$ cat src/rtl/cs147_pkg.sv
// Shared constants for the cs147sec05 control path: opcodes, functs, ALU ops,
// CTRL bit positions and FSM state encodings.
package cs147_pkg;

   localparam int unsigned CTRL_W  = 32;
   localparam int unsigned ST_W    = 3;
   localparam int unsigned INSTR_W = 32;

   typedef enum logic [ST_W-1:0] {
      ST_FETCH  = 3'd0,
      ST_DECODE = 3'd1,
      ST_EXE    = 3'd2,
      ST_MEM    = 3'd3,
      ST_WB     = 3'd4
   } state_e;

   localparam logic [5:0] OP_RTYPE = 6'h00;
   localparam logic [5:0] OP_ADDI  = 6'h08;
   localparam logic [5:0] OP_MULI  = 6'h1d;
   localparam logic [5:0] OP_ANDI  = 6'h0c;
   localparam logic [5:0] OP_ORI   = 6'h0d;
   localparam logic [5:0] OP_LUI   = 6'h0f;
   localparam logic [5:0] OP_SLTI  = 6'h0a;
   localparam logic [5:0] OP_BEQ   = 6'h04;
   localparam logic [5:0] OP_BNE   = 6'h05;
   localparam logic [5:0] OP_LW    = 6'h23;
   localparam logic [5:0] OP_SW    = 6'h2b;
   localparam logic [5:0] OP_JMP   = 6'h02;
   localparam logic [5:0] OP_JAL   = 6'h03;
   localparam logic [5:0] OP_PUSH  = 6'h1b;
   localparam logic [5:0] OP_POP   = 6'h1c;

   localparam logic [5:0] FN_ADD = 6'h20;
   localparam logic [5:0] FN_SUB = 6'h22;
   localparam logic [5:0] FN_MUL = 6'h2c;
   localparam logic [5:0] FN_AND = 6'h24;
   localparam logic [5:0] FN_OR  = 6'h25;
   localparam logic [5:0] FN_NOR = 6'h27;
   localparam logic [5:0] FN_SLT = 6'h2a;
   localparam logic [5:0] FN_SLL = 6'h01;
   localparam logic [5:0] FN_SRL = 6'h02;
   localparam logic [5:0] FN_JR  = 6'h08;

   localparam logic [3:0] ALU_NONE = 4'd0;
   localparam logic [3:0] ALU_ADD  = 4'd1;
   localparam logic [3:0] ALU_SUB  = 4'd2;
   localparam logic [3:0] ALU_MUL  = 4'd3;
   localparam logic [3:0] ALU_SRL  = 4'd4;
   localparam logic [3:0] ALU_SLL  = 4'd5;
   localparam logic [3:0] ALU_AND  = 4'd6;
   localparam logic [3:0] ALU_OR   = 4'd7;
   localparam logic [3:0] ALU_NOR  = 4'd8;
   localparam logic [3:0] ALU_SLT  = 4'd9;

   localparam int unsigned B_PC_LOAD   = 0;
   localparam int unsigned B_PC_SEL_1  = 1;
   localparam int unsigned B_PC_SEL_2  = 2;
   localparam int unsigned B_PC_SEL_3  = 3;
   localparam int unsigned B_IR_LOAD   = 4;
   localparam int unsigned B_MEM_R     = 5;
   localparam int unsigned B_MEM_W     = 6;
   localparam int unsigned B_R1_SEL_1  = 7;
   localparam int unsigned B_REG_R     = 8;
   localparam int unsigned B_REG_W     = 9;
   localparam int unsigned B_WA_SEL_1  = 10;
   localparam int unsigned B_WA_SEL_2  = 11;
   localparam int unsigned B_WA_SEL_3  = 12;
   localparam int unsigned B_WD_SEL_1  = 13;
   localparam int unsigned B_WD_SEL_2  = 14;
   localparam int unsigned B_WD_SEL_3  = 15;
   localparam int unsigned B_SP_LOAD   = 16;
   localparam int unsigned B_OP1_SEL_1 = 17;
   localparam int unsigned B_OP2_SEL_1 = 18;
   localparam int unsigned B_OP2_SEL_2 = 19;
   localparam int unsigned B_OP2_SEL_3 = 20;
   localparam int unsigned B_OP2_SEL_4 = 21;
   localparam int unsigned B_ALU_LO    = 22;
   localparam int unsigned B_ALU_HI    = 25;
   localparam int unsigned B_MA_SEL_1  = 26;
   localparam int unsigned B_MA_SEL_2  = 27;
   localparam int unsigned B_MD_SEL_1  = 28;

endpackage

$ cat src/rtl/ctrl_decode.sv
// Combinational CTRL word from {state, instruction, zero}. Each phase's bits
// accumulate so that DECODE/EXE selections stay stable through WB.
module ctrl_decode
   import cs147_pkg::*;
(
   input  logic [ST_W-1:0]    state,
   input  logic [INSTR_W-1:0] instruction,
   input  logic               zero,
   output logic [CTRL_W-1:0]  ctrl_c
);

   logic [5:0]        opcode;
   logic [5:0]        funct;
   logic [3:0]        alu_op;
   logic              itype_wr;
   logic [CTRL_W-1:0] dec_bits;
   logic [CTRL_W-1:0] exe_bits;
   logic [CTRL_W-1:0] mem_bits;
   logic [CTRL_W-1:0] wb_bits;
   logic              unused_instr_bits;

   assign opcode            = instruction[31:26];
   assign funct             = instruction[5:0];
   assign unused_instr_bits = ^instruction[25:6];

   // Per-instruction contribution of each phase.
   always_comb begin : classify
      alu_op   = ALU_NONE;
      itype_wr = 1'b0;
      dec_bits = '0;
      exe_bits = '0;
      mem_bits = '0;
      wb_bits  = '0;

      dec_bits[B_REG_R]    = 1'b1;
      wb_bits[B_PC_LOAD]   = 1'b1;
      wb_bits[B_PC_SEL_1]  = 1'b1;
      wb_bits[B_PC_SEL_3]  = 1'b1;
      wb_bits[B_WD_SEL_3]  = 1'b1;

      case (opcode)
         OP_RTYPE: begin
            case (funct)
               FN_ADD:  alu_op = ALU_ADD;
               FN_SUB:  alu_op = ALU_SUB;
               FN_MUL:  alu_op = ALU_MUL;
               FN_AND:  alu_op = ALU_AND;
               FN_OR:   alu_op = ALU_OR;
               FN_NOR:  alu_op = ALU_NOR;
               FN_SLT:  alu_op = ALU_SLT;
               FN_SLL:  alu_op = ALU_SLL;
               FN_SRL:  alu_op = ALU_SRL;
               FN_JR:   wb_bits[B_PC_SEL_1] = 1'b0;
               default: ;
            endcase
            if (alu_op == ALU_SLL || alu_op == ALU_SRL) begin
               exe_bits[B_OP2_SEL_3] = 1'b1;
               exe_bits[B_OP2_SEL_1] = 1'b1;
            end else if (alu_op != ALU_NONE) begin
               exe_bits[B_OP2_SEL_4] = 1'b1;
            end
            if (alu_op != ALU_NONE) begin
               wb_bits[B_REG_W]    = 1'b1;
               wb_bits[B_WA_SEL_3] = 1'b1;
            end
         end
         OP_ADDI: begin alu_op = ALU_ADD; exe_bits[B_OP2_SEL_2] = 1'b1; itype_wr = 1'b1; end
         OP_MULI: begin alu_op = ALU_MUL; exe_bits[B_OP2_SEL_2] = 1'b1; itype_wr = 1'b1; end
         OP_SLTI: begin alu_op = ALU_SLT; exe_bits[B_OP2_SEL_2] = 1'b1; itype_wr = 1'b1; end
         OP_ANDI: begin alu_op = ALU_AND; itype_wr = 1'b1; end
         OP_ORI:  begin alu_op = ALU_OR;  itype_wr = 1'b1; end
         OP_LUI: begin
            itype_wr            = 1'b1;
            wb_bits[B_WD_SEL_2] = 1'b1;
         end
         OP_LW: begin
            alu_op                = ALU_ADD;
            exe_bits[B_OP2_SEL_2] = 1'b1;
            mem_bits[B_MEM_R]     = 1'b1;
            wb_bits[B_MEM_R]      = 1'b1;
            wb_bits[B_WD_SEL_1]   = 1'b1;
            itype_wr              = 1'b1;
         end
         OP_SW: begin
            alu_op                = ALU_ADD;
            exe_bits[B_OP2_SEL_2] = 1'b1;
            mem_bits[B_MEM_W]     = 1'b1;
         end
         OP_BEQ, OP_BNE: begin
            alu_op                = ALU_SUB;
            exe_bits[B_OP2_SEL_4] = 1'b1;
            wb_bits[B_PC_SEL_2]   = (opcode == OP_BEQ) ? zero : ~zero;
         end
         OP_JMP: wb_bits[B_PC_SEL_3] = 1'b0;
         OP_JAL: begin
            wb_bits[B_PC_SEL_3] = 1'b0;
            wb_bits[B_REG_W]    = 1'b1;
            wb_bits[B_WA_SEL_2] = 1'b1;
            wb_bits[B_WD_SEL_3] = 1'b0;
         end
         OP_PUSH: begin
            // Store R0 at the old SP, then SP <= SP - 1.
            dec_bits[B_R1_SEL_1]  = 1'b1;
            dec_bits[B_MD_SEL_1]  = 1'b1;
            alu_op                = ALU_SUB;
            exe_bits[B_OP1_SEL_1] = 1'b1;
            exe_bits[B_OP2_SEL_3] = 1'b1;
            mem_bits[B_MEM_W]     = 1'b1;
            mem_bits[B_MA_SEL_1]  = 1'b1;
            wb_bits[B_SP_LOAD]    = 1'b1;
         end
         OP_POP: begin
            // Load R0 from SP + 1, then SP <= SP + 1.
            alu_op                = ALU_ADD;
            exe_bits[B_OP1_SEL_1] = 1'b1;
            exe_bits[B_OP2_SEL_3] = 1'b1;
            mem_bits[B_MEM_R]     = 1'b1;
            wb_bits[B_MEM_R]      = 1'b1;
            wb_bits[B_REG_W]      = 1'b1;
            wb_bits[B_WD_SEL_1]   = 1'b1;
            wb_bits[B_SP_LOAD]    = 1'b1;
         end
         default: ;
      endcase

      exe_bits[B_ALU_HI:B_ALU_LO] = alu_op;
      if (itype_wr) begin
         wb_bits[B_REG_W]    = 1'b1;
         wb_bits[B_WA_SEL_3] = 1'b1;
         wb_bits[B_WA_SEL_1] = 1'b1;
      end
   end

   // Phase selection; illegal encodings drive an all-zero word.
   always_comb begin : phase_sel
      ctrl_c = '0;
      case (state)
         ST_FETCH: begin
            ctrl_c[B_MEM_R]    = 1'b1;
            ctrl_c[B_IR_LOAD]  = 1'b1;
            ctrl_c[B_MA_SEL_2] = 1'b1;
         end
         ST_DECODE: ctrl_c = dec_bits;
         ST_EXE:    ctrl_c = dec_bits | exe_bits;
         ST_MEM:    ctrl_c = dec_bits | exe_bits | mem_bits;
         ST_WB:     ctrl_c = dec_bits | exe_bits | wb_bits;
         default:   ctrl_c = '0;
      endcase
   end

endmodule

$ cat src/rtl/control_unit.sv
// Five-state multi-cycle sequencer for the cs147sec05 DATA_PATH; holds the
// state register and forces an idle control word while RST is high.
module control_unit
   import cs147_pkg::*;
(
   input  logic               CLK,
   input  logic               RST,
   input  logic               ZERO,
   input  logic [INSTR_W-1:0] INSTRUCTION,
   output logic [CTRL_W-1:0]  CTRL,
   output logic [ST_W-1:0]    STATE
);

   state_e            state_q;
   state_e            state_d;
   logic [CTRL_W-1:0] ctrl_c;

   always_ff @(posedge CLK) begin : state_reg
      if (RST) state_q <= ST_FETCH;
      else     state_q <= state_d;
   end

   always_comb begin : next_state
      state_d = ST_FETCH;
      case (state_q)
         ST_FETCH:  state_d = ST_DECODE;
         ST_DECODE: state_d = ST_EXE;
         ST_EXE:    state_d = ST_MEM;
         ST_MEM:    state_d = ST_WB;
         ST_WB:     state_d = ST_FETCH;
         default:   state_d = ST_FETCH;
      endcase
   end

   ctrl_decode u_ctrl_decode (
      .state       (state_q),
      .instruction (INSTRUCTION),
      .zero        (ZERO),
      .ctrl_c      (ctrl_c)
   );

   // Reset aborts the instruction in flight immediately, not at the next edge.
   always_comb begin : outputs
      CTRL  = ctrl_c;
      STATE = state_q;
      if (RST) begin
         CTRL  = '0;
         STATE = ST_FETCH;
      end
   end

endmodule

$ cat config.mk
export PLATFORM = sky130hd
export DESIGN_NAME = control_unit
export DESIGN_NICKNAME = d
export VERILOG_FILES = /design/src/rtl/cs147_pkg.sv /design/src/rtl/ctrl_decode.sv /design/src/rtl/control_unit.sv
export SDC_FILE = /design/constraint.sdc
export NUM_CORES = 1
export LEC_CHECK = 0
export CORE_UTILIZATION = 25
export CTS_CLUSTER_SIZE = 30
export DETAILED_ROUTE_END_ITERATION = 8
export PLACE_DENSITY = 0.68
export SYNTH_ARGS = -nofsm -noshare
export SYNTH_HDL_FRONTEND = slang
export SYNTH_SLANG_ARGS = --single-unit
$ cat constraint.sdc
create_clock -name CLK -period 2.6 [get_ports CLK]
set_input_delay 0.65 -clock CLK [delete_from_list [all_inputs] [get_ports CLK]]
set_output_delay 0.65 -clock CLK [all_outputs]
set_load 0.02 [all_outputs]
# Yosys cells after proc, flatten, opt, wreduce, memory -nomap -nowiden
# Cells that the tools add are included.
[totals] regBits=3 wordCells=84
[op_classes] eq_ne=30 n_bitwise=4 muxes=35 n_reduce_logical=14
[op_table] op="$pmux W21 S4" n=1
[op_table] op="$eq A6 B6 Y1 const B" n=9
[op_table] op="$eq A6 B4 Y1 const B" n=6
[op_table] op="$pmux W4 S9" n=1
[op_table] op="$mux W32" n=1
[op_table] op="$or A32 B17 Y32" n=1
[op_table] op="$or A32 B27 Y32" n=1
[op_table] op="$or A29 B26 Y29" n=1
[op_table] op="$pmux W4 S7" n=1
[op_table] op="$mux W1" n=20
[op_table] op="$eq A6 B2 Y1 const B" n=3
[op_table] op="$eq A6 B5 Y1 const B" n=3
[op_table] op="$pmux W4 S4" n=1
[op_table] op="$eq A6 B3 Y1 const B" n=2
[op_table] op="$pmux W3 S4" n=1
[op_table] op="$pmux W4 S3" n=1
[op_table] op="$reduce_or A2 Y1" n=6
[op_table] op="$eq A4 B3 Y1 const B" n=2
[op_table] op="$pmux W2 S4" n=1
[op_table] op="$reduce_or A7 Y1" n=1
[op_table] op="$eq A3 B2 Y1 const B" n=2
[op_table] op="$eq A6 B1 Y1 const B" n=1
[op_table] op="$logic_not A6 Y1" n=1
[op_table] op="$pmux W1 S2" n=3
[op_table] op="other kinds (13)" n=13

# Logic depth before layout (Yosys ltp)
# Gate-level depths: netlist of the first run.
[depth] word_depth=11 depth_mapped=5 depth_no_buf=4

# Modules after synthesis
# Synthesis of the first run repeated with hierarchy kept, for this count alone.
[unflattened] cells_unflattened=191 area_unflattened_um2=1179.9
[by_module_without_submodules] mod="ctrl_decode" cells_each=144 n_inst=1 area_each_um2=834.6
[by_module_without_submodules] mod="control_unit" cells_each=47 n_inst=1 area_each_um2=345.3

# Worst setup path after synthesis of the first run
# No wires, ideal clock.
[synth_timing] path_type="input to output" start="in INSTRUCTION[3]" end="out CTRL[23]" slack_ns=-0.123 cell_stages=5 t_arrival_ns=2.073 n_path_buf=1 path_cell_list="clkbuf_1 > or3b_2 > a21oi_1 > o211ai_1 > a211oi_1"
[synth_via] elab_chain_cells=8
[synth_rtl] element="start, declared" line="control_unit.sv:9" rtl="input logic [INSTR_W-1:0] INSTRUCTION,"
[synth_rtl] element="$eq A6 B2 Y1, or another cell as far along" line="ctrl_decode.sv:43" rtl="case (funct)"
[synth_rtl] element="$pmux W4 S9 *" line="ctrl_decode.sv:43"
[synth_rtl] element="$mux W4 *" line="ctrl_decode.sv:41" rtl="case (opcode)"
[synth_rtl] element="$pmux W4 S7 *" line="ctrl_decode.sv:41"
[synth_rtl] element="$or A29 B26 Y29 *" line="ctrl_decode.sv:144, ctrl_decode.sv:145, ctrl_decode.sv:146"
[synth_rtl] element="$or A32 B17 Y32 / $or A32 B27 Y32 (equally long branches)" line="ctrl_decode.sv:146, ctrl_decode.sv:145"
[synth_rtl] element="$pmux W21 S4 *" line="ctrl_decode.sv:137" rtl="case (state)"
[synth_rtl] element="$mux W32 *" line="control_unit.sv:46" rtl="if (RST) begin"
[synth_rtl] element="end, declared" line="control_unit.sv:10" rtl="output logic [CTRL_W-1:0] CTRL,"
# Mark *: on every way between the ends. The rest lies on a longest branch, timed or not. The select of a mux whose other input is x is not followed.

# Worst setup path after layout of the first run
[layout_timing] start="in INSTRUCTION[29]" end="out CTRL[22]"
[layout_via] elab_chain_cells=7
[layout_rtl] element="$eq A6 B4 Y1, or another cell as far along" line="ctrl_decode.sv:41"
[layout_rtl] element="$reduce_or A4 Y1 (no line) / $reduce_or A3 Y1 (equally long branches)"
[layout_rtl] element="$pmux W4 S7 *" line="ctrl_decode.sv:41"
[layout_rtl] element="$or A29 B26 Y29 *" line="ctrl_decode.sv:144, ctrl_decode.sv:145, ctrl_decode.sv:146"
[layout_rtl] element="$or A32 B17 Y32 / $or A32 B27 Y32 (equally long branches)" line="ctrl_decode.sv:146, ctrl_decode.sv:145"
[layout_rtl] element="$pmux W21 S4 *" line="ctrl_decode.sv:137"
[layout_rtl] element="$mux W32 *" line="control_unit.sv:46"
# Mark *: on every way between the ends. The rest lies on a longest branch, timed or not.

==> out/qor.yml, run 1 <==
outcome: "finished, violations left"
failed_checks: "setup timing"
die_y_um: 65.71
finalInstanceArea_um2: 1897
portBuffers: 46
num_vias: 1511
drive_gt1_frac: 0.4689
crit_slowest_cell: "or4_4"
routedWlPerCell_um: 13.90
cp_max_fo: 4
synth_cell_types: 47
antenna-diode-count: 0
synth_top_cells_by_count: "nor2_1 (16), nor3_1 (16), a21oi_1 (10), nand2_1 (10), nand2b_1 (10)"
start_util: 0.2691
pin_count: 70
layout_min_cycle_time_ns: 2.730
grt_pass1_wl_um: 6534
vias_per_cell: 5.228
place_area_um2: 1773
synth_compound_area_frac: 0.2713
rsz0062_at_grt: "yes"
gr-total-overflow: 0
clock_latency_ns: 0.22
ys_ff_latch: 3
drt_iter0_drc: 63
layout_setup_ws_ns: -0.1303
slowest_delay_ns: 0.60
syn2layout_area_growth_pct: 86.93
cap_violations: 0
fin_nets: 277
clockRootBuffer: "clkbuf_8"
start_kind: "input pin"
place_congestion: 0.9327
reg.largest.list: "state_q: 3 flops"
grt_pass1_vias: 1351
synth_area_um2: 1015
finalSetupViolations: 9
hp-class: "reg2reg"
cts.reportedPaths.clkPinSlew_ns: 0.03
multi_input_area_um2: 989.7
min_period_over_period: 1.050
p_leak_nw: 0.8064
dr.pass1.iters: 4
synthFlopType: "dfxtp_1"
crit_arrival_ns: 2.08
pre_cts_ws_ns: -0.9897
yosys-mux-area-fraction: 0.01110
cts_sinks: 3
synth-simple-area-share: 0.4994
grt_usage: 0.1931
dieArea_um2: 4318
worstSetupPathType: "in2out"
avgSynthCellArea_um2: 6.303
synth_xor_area_frac: 0.04316
netlist.area_leader.share: 0.07891
peakVddDrop_mv: 0.1454
routed_wl_um: 4017
antenna_found_initial: 0
ys_warn_count: 0
finalMaxSlewViolations: 0
place_hpwl_um: 2911
drc_errors: 0
coreArea_um2: 3771
nFillCells: 358
cts_tree: "done"
yosysSeqAreaShare: 0.05919
fin_worst_skew_ns: 0.004085
async_flop_share: 0
synth_top_family_by_area: "simple AND/OR/NAND/NOR gates"
largest_reg_flops: 3
critical_path_required_ns: 1.95
synthTopCellsByArea: "nor3_1 (7.9%), nand2b_1 (6.2%), dfxtp_1 (5.9%)"
cellPowerDensity_nw_per_um2: 231.3
hold_viol: 0
die_w_um: 65.71
hold_buffers: 0
htreeDepth: 1
regMostFlops: "state_q"
seqCellArea_um2: 60.06
crit_chain: "buf_6 -> or4_4 -> nor2_4 -> nand4_1 -> a311oi_2 -> buf_4"
clock_path_buffers: 2
syn-instance-count: 161
antenna_left: 0
synthAdderAreaFrac: 0
grt_max_degree: 14
end_kind: "primary output"
synth-edff-count: 0
cts_made_buffers: 3
yosys.area.top_type: "nor3_1"
fmax_mhz: 366.3
placementRows: 22
## worst max-delay path, delay by kind of cell
| kind | cells | cell delay [ns] |
|---|---|---|
| AOI/OAI and AO/OA | 1 | 0.27 |
| and+or+nand+nor | 3 | 0.89 |
| buffers and inverters | 2 | 0.27 |
## what timing repair did
action | in CTS | in global routing
buffers inserted | 5 | 0
endpoints found under the setup margin | 32 | 18
resized for setup | 176 | 17
hold endpoints to repair | 0 | 0
pin swaps | 22 | 13
## placed cells by master, fill, tap and decap left out, drive strengths merged, types with 3 or more instances in the layout
cell type,instances
a211oi,5
a21oi,10
a31oi,3
buf,77
clkbuf,5
clkdlybuf4s15,3
clkdlybuf4s50,5
conb,3
dfxtp,3
dlygate4sd2,6
inv,5
nand2,10
nand2b,10
nor2,17
nor2b,7
nor3,18
nor4,8
o21ai,3
xnor2,3
## power by group
part           internal [W]  switching (W)  total [W]
clock              0.000105      0.0000314   0.000136
combinational      0.000116       0.000132   0.000248
sequential        0.0000504     0.00000463  0.0000550
total              0.000271       0.000168   0.000439
## final cells by class
| class | count | share of cell area |
|---|---|---|
| multi-input cells | 136 | 0.5218 |
| repair buffers | 93 | 0.3813 |
| flip-flops and latches | 3 | 0.03166 |
| well taps | 48 | 0.03166 |
| clock buffers | 4 | 0.02375 |
| inverters | 5 | 0.009894 |
## routing by layer
layer	vias to the layer above	track usage	routed length (um)
met5	-	0	0
met3	4	0.02778	245
li1	744	-	-
met4	0	0.05163	29
met1	697	0.2649	1765
met2	66	0.3099	1977
## per-stage QoR
stage / instances / utilization / hold slack (ns) / total power [W] / TNS, ns
5_1_grt: 289 / 0.5030 / 0.6429 / 0.0004651 / -1.341
3_5_place_dp: 280 / 0.4701 / 0.5949 / 0.0002795 / -20.45
2_1_floorplan: 163 / - / 0.4980 / 0.0001793 / 0
4_1_cts: 289 / 0.4924 / 0.6055 / 0.0004294 / -0.7162
3_3_place_gp: 280 / 0.4701 / 0.5780 / 0.0002783 / -20.07
6_report: 289 / 0.5030 / 0.5971 / 0.0004387 / -0.8451
## kinds of logic (layout without fill, tap and decap cells)
family                    count (synthesis)  after routing
and+or+nand+nor                          88             88
AOI/OAI and AO/OA                        39             39
buffers and inverters                    24            102
xor gates and xnor gates                  5              5
DFF                                       3              3
other                                     1              3
muxes                                     1              1
## worst paths after layout
check	to	from	slack, ns	cells after the start
min reg2reg	state_q[1]$_SDFF_PP0_	state_q[2]$_SDFF_PP0_	0.60	2
max	CTRL[22]	INSTRUCTION[29]	-0.13	6
min	state_q[1]$_SDFF_PP0_	state_q[2]$_SDFF_PP0_	0.60	2
max reg2reg	state_q[2]$_SDFF_PP0_	state_q[0]$_SDFF_PP0_	1.76	3
Note: power is estimated with default switching activity, not from simulation.
==> inputs of run 2 (changes only) <==
Settings changed: CORE_ASPECT_RATIO set to 0.75.
==> out/qor.yml, run 2 (synthesis gave the netlist of run 1 again) <==
outcome: "finished, violations left"
failed_checks: "setup timing"
min_delay_path_depth: 2  # unchanged
num_vias: 1589  # +5.2%
antenna_found_initial: 0  # unchanged
swShare: 0.4045  # +0.02183
fin_util: 0.5657  # +0.06272
routed_wl_um: 4692  # +17%
layout_min_cycle_time_ns: 2.840  # +0.1097 ns
die_w_um: 75.57  # +15%
dr.pass1.iters: 4  # unchanged
p_int_w: 0.0002854  # +5.4%
grt_max_degree: 14  # unchanged
multi_input_area_um2: 1157  # +17%
layout_setup_ws_ns: -0.2400  # -0.1097 ns
wl_met3_um: 203  # -17%
pre_cts_ws_ns: -0.9630  # +0.02670 ns
place_hpwl_um: 3103  # +6.6%
htreeDepth: 1  # unchanged
drc_errors: 0  # unchanged
min_period_over_period: 1.092  # +0.04218
cp_max_fo: 4  # unchanged
clock_latency_ns: 0.22  # about the same
hp-class: "reg2reg"
coreArea_um2: 3780  # +0.23%
regMostFlops: "state_q"
fmax_mhz: 352.1  # -3.9%
end_kind: "primary output"
gr-total-overflow: 0  # unchanged
nFillCells: 331  # -7.5%
fin_nets: 289  # +4.3%
cap_violations: 0  # unchanged
cts.reportedPaths.clkPinSlew_ns: 0.03  # about the same
vias_per_cell: 5.210  # -0.35%
cts_made_buffers: 3  # unchanged
pin_count: 70  # unchanged
wl_met2_um: 2206  # +12%
clkPwrFrac: 0.287  # -0.023
drive_gt1_frac: 0.5850  # +0.1161
peakVddDrop_mv: 0.1275  # -12%
largest_reg_flops: 3  # unchanged
dieArea_um2: 4320  # about the same
pwr-share-seq: 0.110  # -0.015
drt_iter0_drc: 111  # +76%
antenna_left: 0  # unchanged
highest_layer: "met4"
clock_path_buffers: 2  # unchanged
m1WireLength_um: 2136  # +21%
switching_power_w: 0.0001938  # +15%
finalSetupViolations: 9  # unchanged
crit_arrival_ns: 2.19  # +0.11 ns
place_congestion: 0.9148  # -1.9%
grt_usage: 0.2197  # +0.02657
layout_common_cells: "buf_4 (66), buf_2 (18), nor2_1 (16)"
power_frac_comb: 0.603  # +0.038
rsz0062_at_grt: "yes"
grt_pass1_wl_um: 7286  # +12%
antenna-diode-count: 0  # unchanged
cellPowerDensity_nw_per_um2: 224.1  # -3.1%
portBuffers: 46  # unchanged
start_kind: "input pin"
fin_worst_skew_ns: 0.001201  # -0.002885 ns
die_y_um: 57.18  # -13%
hold_viol: 0  # unchanged
setup_tns_ns: -0.9850  # -0.1399 ns
seqCellArea_um2: 60.06  # unchanged
clockRootBuffer: "clkbuf_8"
worstSetupPathType: "in2out"
routedWlPerCell_um: 15.38  # +11%
finalMaxSlewViolations: 0  # unchanged
cts_sinks: 3  # unchanged
placementRows: 19  # -14%
reg.largest.list: "state_q: 3 flops"
r2r_cells: 3  # unchanged
layout_commonest_cell: "buf_4"
grt_pass1_vias: 1465  # +8.4%
critical_path_required_ns: 1.95  # about the same
p_leak_nw: 0.9063  # +12%
cts_tree: "done"
start_util: 0.2685  # -0.0006235
syn2layout_area_growth_pct: 110.7
==> run 2: changes by cell type in the layout (fill, tap and decap cells not counted), moves of 3 or more <==
cell             before  now
nor3_1               11    7
nor3_4                2    6
buf_2                15   18
buf_4                54   66
nand2b_1             10    7
clkdlybuf4s50_1       5    1
==> run 2: final timing paths <==
path	slack, ns	to	from
worst max-delay path	-0.24	CTRL[22]	INSTRUCTION[31]
worst min-delay path	0.57	state_q[0]$_SDFF_PP0_	state_q[0]$_SDFF_PP0_
worst max register to register	1.79	state_q[2]$_SDFF_PP0_	state_q[0]$_SDFF_PP0_
worst min register to register	0.57	state_q[0]$_SDFF_PP0_	state_q[0]$_SDFF_PP0_
==> run 2: what timing repair did <==
| item | CTS | global route |
|---|---|---|
| buffers inserted | 4 | 3 |
| hold endpoints to repair | 0 | 0 |
| gates cloned | 0 | 1 |
| gates resized for setup | 213 | 29 |
| pin swaps | 31 | 16 |
| hold buffers | 0 | 0 |
| endpoints found under the setup margin | 32 | 24 |
==> run 2: stage by stage <==
step                      std cells  total power [W]  hold slack, ns  instance area [um2]
after global placement          293        0.0002897          0.5386                 1846
after detailed placement        293        0.0002930          0.5676                 1846
after global routing            305        0.0005063          0.6040                 2138
final                           305        0.0004792          0.5720                 2138
after CTS                       301        0.0004586          0.5744                 2058
after floorplan                 163        0.0001793          0.4980                 1032
==> run 2: layer usage <==
metal | GRT usage | vias up
met1 | 0.3018 | 744
li1 | - | 774
met5 | 0 | -
met4 | 0.06349 | 0
met2 | 0.3661 | 55
met3 | 0.01767 | 16
==> run 2: power by group through the flow <==
stage	Clock [W]	Combinational (W)	Sequential (W)
floorplan	0	0.000127	0.0000522
finish	0.000138	0.000289	0.0000527
CTS	0.000140	0.000266	0.0000527
global route	0.000144	0.000309	0.0000534
detailed placement	0	0.000240	0.0000534
global placement	0	0.000236	0.0000533
==> run 2: worst max-delay path: stages <==
cell      delay, ns
buf_6          0.09
or4_4          0.60
nor2_4         0.15
nand4_1        0.17
a311oi_2       0.32
buf_4          0.20
==> run 2: cell type report <==
class	count	area share
inverter	5	0.008777
timing repair buffer	105	0.3704
sequential	3	0.02809
tap	52	0.03043
multi-input combinational	136	0.5413
clock buffer	4	0.02106
==> inputs of run 3 (changes only) <==
Settings changed: CELL_PAD_IN_SITES_DETAIL_PLACEMENT set to 1, CELL_PAD_IN_SITES_GLOBAL_PLACEMENT set to 1, CORE_UTILIZATION 25 to 23, PLACE_DENSITY 0.68 to 0.9, REMOVE_ABC_BUFFERS set to 1.
==> out/qor.yml, run 3 (synthesis gave the netlist of run 1 again) <==
outcome: "finished, violations left"
failed_checks: "setup timing"
start_kind: "input pin"
clkPwrFrac: 0.282  # -0.005
antenna_found_initial: 0  # unchanged
fmax_mhz: 358.4  # +1.8%
rsz0062_at_grt: "yes"
rrSetupSlack_ns: 1.71  # -0.08 ns
cts_sinks: 3  # unchanged
grt_pass1_vias: 1692  # +15%
antenna-diode-count: 0  # unchanged
gr-total-overflow: 0  # unchanged
end_kind: "primary output"
worstHoldStart: "state_q[2]$_SDFF_PP0_"
dieArea_um2: 4684  # +8.4%
drt_iter0_drc: 85  # -23%
cellPowerDensity_nw_per_um2: 232.4  # +3.7%
crit_slowest_cell: "or4_4"
drive_gt1_frac: 0.5244  # -0.06059
place_hpwl_um: 3982  # +28%
layout_common_cells: "buf_4 (51), nor2_1 (15), buf_2 (14)"
finalSetupViolations: 10  # +1
switching_power_w: 0.0002037  # +5.1%
die_w_um: 78.70  # +4.1%
hold_viol: 0  # unchanged
swShare: 0.4202  # +0.01564
htreeDepth: 1  # unchanged
min_period_over_period: 1.073  # -0.01918
pin_count: 70  # unchanged
stdcell_count: 301  # -1.3%
portBuffers: 46  # unchanged
p_int_w: 0.0002811  # -1.5%
die_y_um: 59.53  # +4.1%
pwr-share-seq: 0.111  # about the same
cp_max_fo: 4  # unchanged
grt_pass1_wl_um: 9156  # +26%
grt_usage: 0.2604  # +0.04073
hold_buffers: 0  # unchanged
critPathLaunch: "INSTRUCTION[29]"
placedCellCount: 295  # +0.68%
vias_per_cell: 5.698  # +9.4%
finalMaxSlewViolations: 0  # unchanged
worstSetupPathType: "in2out"
syn2layout_area_growth_pct: 105.5
critical_path_required_ns: 1.95  # about the same
coreArea_um2: 4129  # +9.2%
layout_min_cycle_time_ns: 2.790  # -0.04987 ns
layout_commonest_cell: "buf_4"
p_leak_nw: 0.8757  # -3.4%
rr_startpoint: "state_q[2]$_SDFF_PP0_"
clock_path_buffers: 2  # unchanged
dr.pass1.iters: 4  # unchanged
place_area_um2: 1832  # -0.75%
finalInstanceArea_um2: 2086  # -2.5%
crit_arrival_ns: 2.14  # -0.05 ns
path_buf_inv: 2  # unchanged
place_congestion: 0.9169  # +0.23%
crit_chain: "buf_6 -> or4_4 -> nor2_4 -> nand4_1 -> a311oi_2 -> buf_4"
cts_tree: "done"
hp-class: "reg2reg"
fin_nets: 282  # -2.4%
routed_wl_um: 6332  # +35%
cts_made_buffers: 3  # unchanged
cts.reportedPaths.clkPinSlew_ns: 0.03  # about the same
largest_reg_flops: 3  # unchanged
slowest_delay_ns: 0.60  # about the same
total_power_w: 0.0004848  # +1.2%
grt_max_degree: 14  # unchanged
layout_setup_ws_ns: -0.1901  # +0.04987 ns
placementRows: 20  # +1
antenna_left: 0  # unchanged
power_frac_comb: 0.607  # +0.004
fin_worst_skew_ns: 0.001071  # -0.0001294 ns
critical-path-top-delay-family: "simple AND/OR/NAND/NOR gates"
clock_latency_ns: 0.22  # about the same
cap_violations: 0  # unchanged
peakVddDrop_mv: 0.1537  # +21%
nFillCells: 523  # +58%
num_vias: 1715  # +7.9%
drc_errors: 0  # unchanged
clockRootBuffer: "clkbuf_8"
routedWlPerCell_um: 21.04  # +37%
regMostFlops: "state_q"
reg.largest.list: "state_q: 3 flops"
start_util: 0.2458  # -0.02270
==> run 3: worst paths after layout <==
kind | end | cells past startpoint
worst max-delay path | CTRL[22] | 6
worst min-delay path | state_q[2]$_SDFF_PP0_ | 1
worst max register to register | state_q[1]$_SDFF_PP0_ | 3
worst min register to register | state_q[2]$_SDFF_PP0_ | 1
==> run 3: layout make-up <==
cell class,count,area [um2],area share
multi-input cells,136,1107,0.5309
repair buffers,98,785.8,0.3767
well taps,55,68.82,0.03299
flip-flops and latches,3,60.06,0.02879
clock buffers,4,45.04,0.02160
inverters,5,18.77,0.008998
==> run 3: power groups by stage <==
| stage | clock network (W) | logic [W] | registers (W) |
|---|---|---|---|
| 2_1_floorplan | 0 | 0.0000912 | 0.0000570 |
| 3_3_place_gp | 0 | 0.000236 | 0.0000532 |
| 3_5_place_dp | 0 | 0.000249 | 0.0000537 |
| 4_1_cts | 0.000137 | 0.000271 | 0.0000533 |
| 5_1_grt | 0.000150 | 0.000307 | 0.0000538 |
| 6_report | 0.000137 | 0.000294 | 0.0000537 |
==> run 3: through the flow <==
step / hold WS (ns) / worst slack, ns / setup TNS [ns] / util
finish: 0.5060 / -0.1901 / -1.256 / 0.5052
CTS: 0.4934 / -0.1643 / -1.074 / 0.4894
floorplan: 0.4980 / -0.1009 / -0.1009 / -
detailed placement: 0.4697 / -1.020 / -21.29 / 0.4436
global placement: 0.4441 / -0.9508 / -19.81 / 0.4436
global route: 0.5191 / -0.2273 / -1.640 / 0.5052
==> run 3: per-layer routing <==
| layer | up-vias | global-route usage | wire length [um] |
|---|---|---|---|
| li1 | 755 | - | - |
| met1 | 831 | 0.3315 | 2661 |
| met2 | 107 | 0.4398 | 2966 |
| met3 | 22 | 0.04769 | 530 |
| met4 | 0 | 0.1005 | 174 |
| met5 | - | 0 | 0 |
==> run 3: what timing repair did <==
action	4_1_cts	5_1_grt
setup buffers	1	2
gates resized for setup	184	26
endpoints found under the setup margin	32	22
pin swaps	20	11
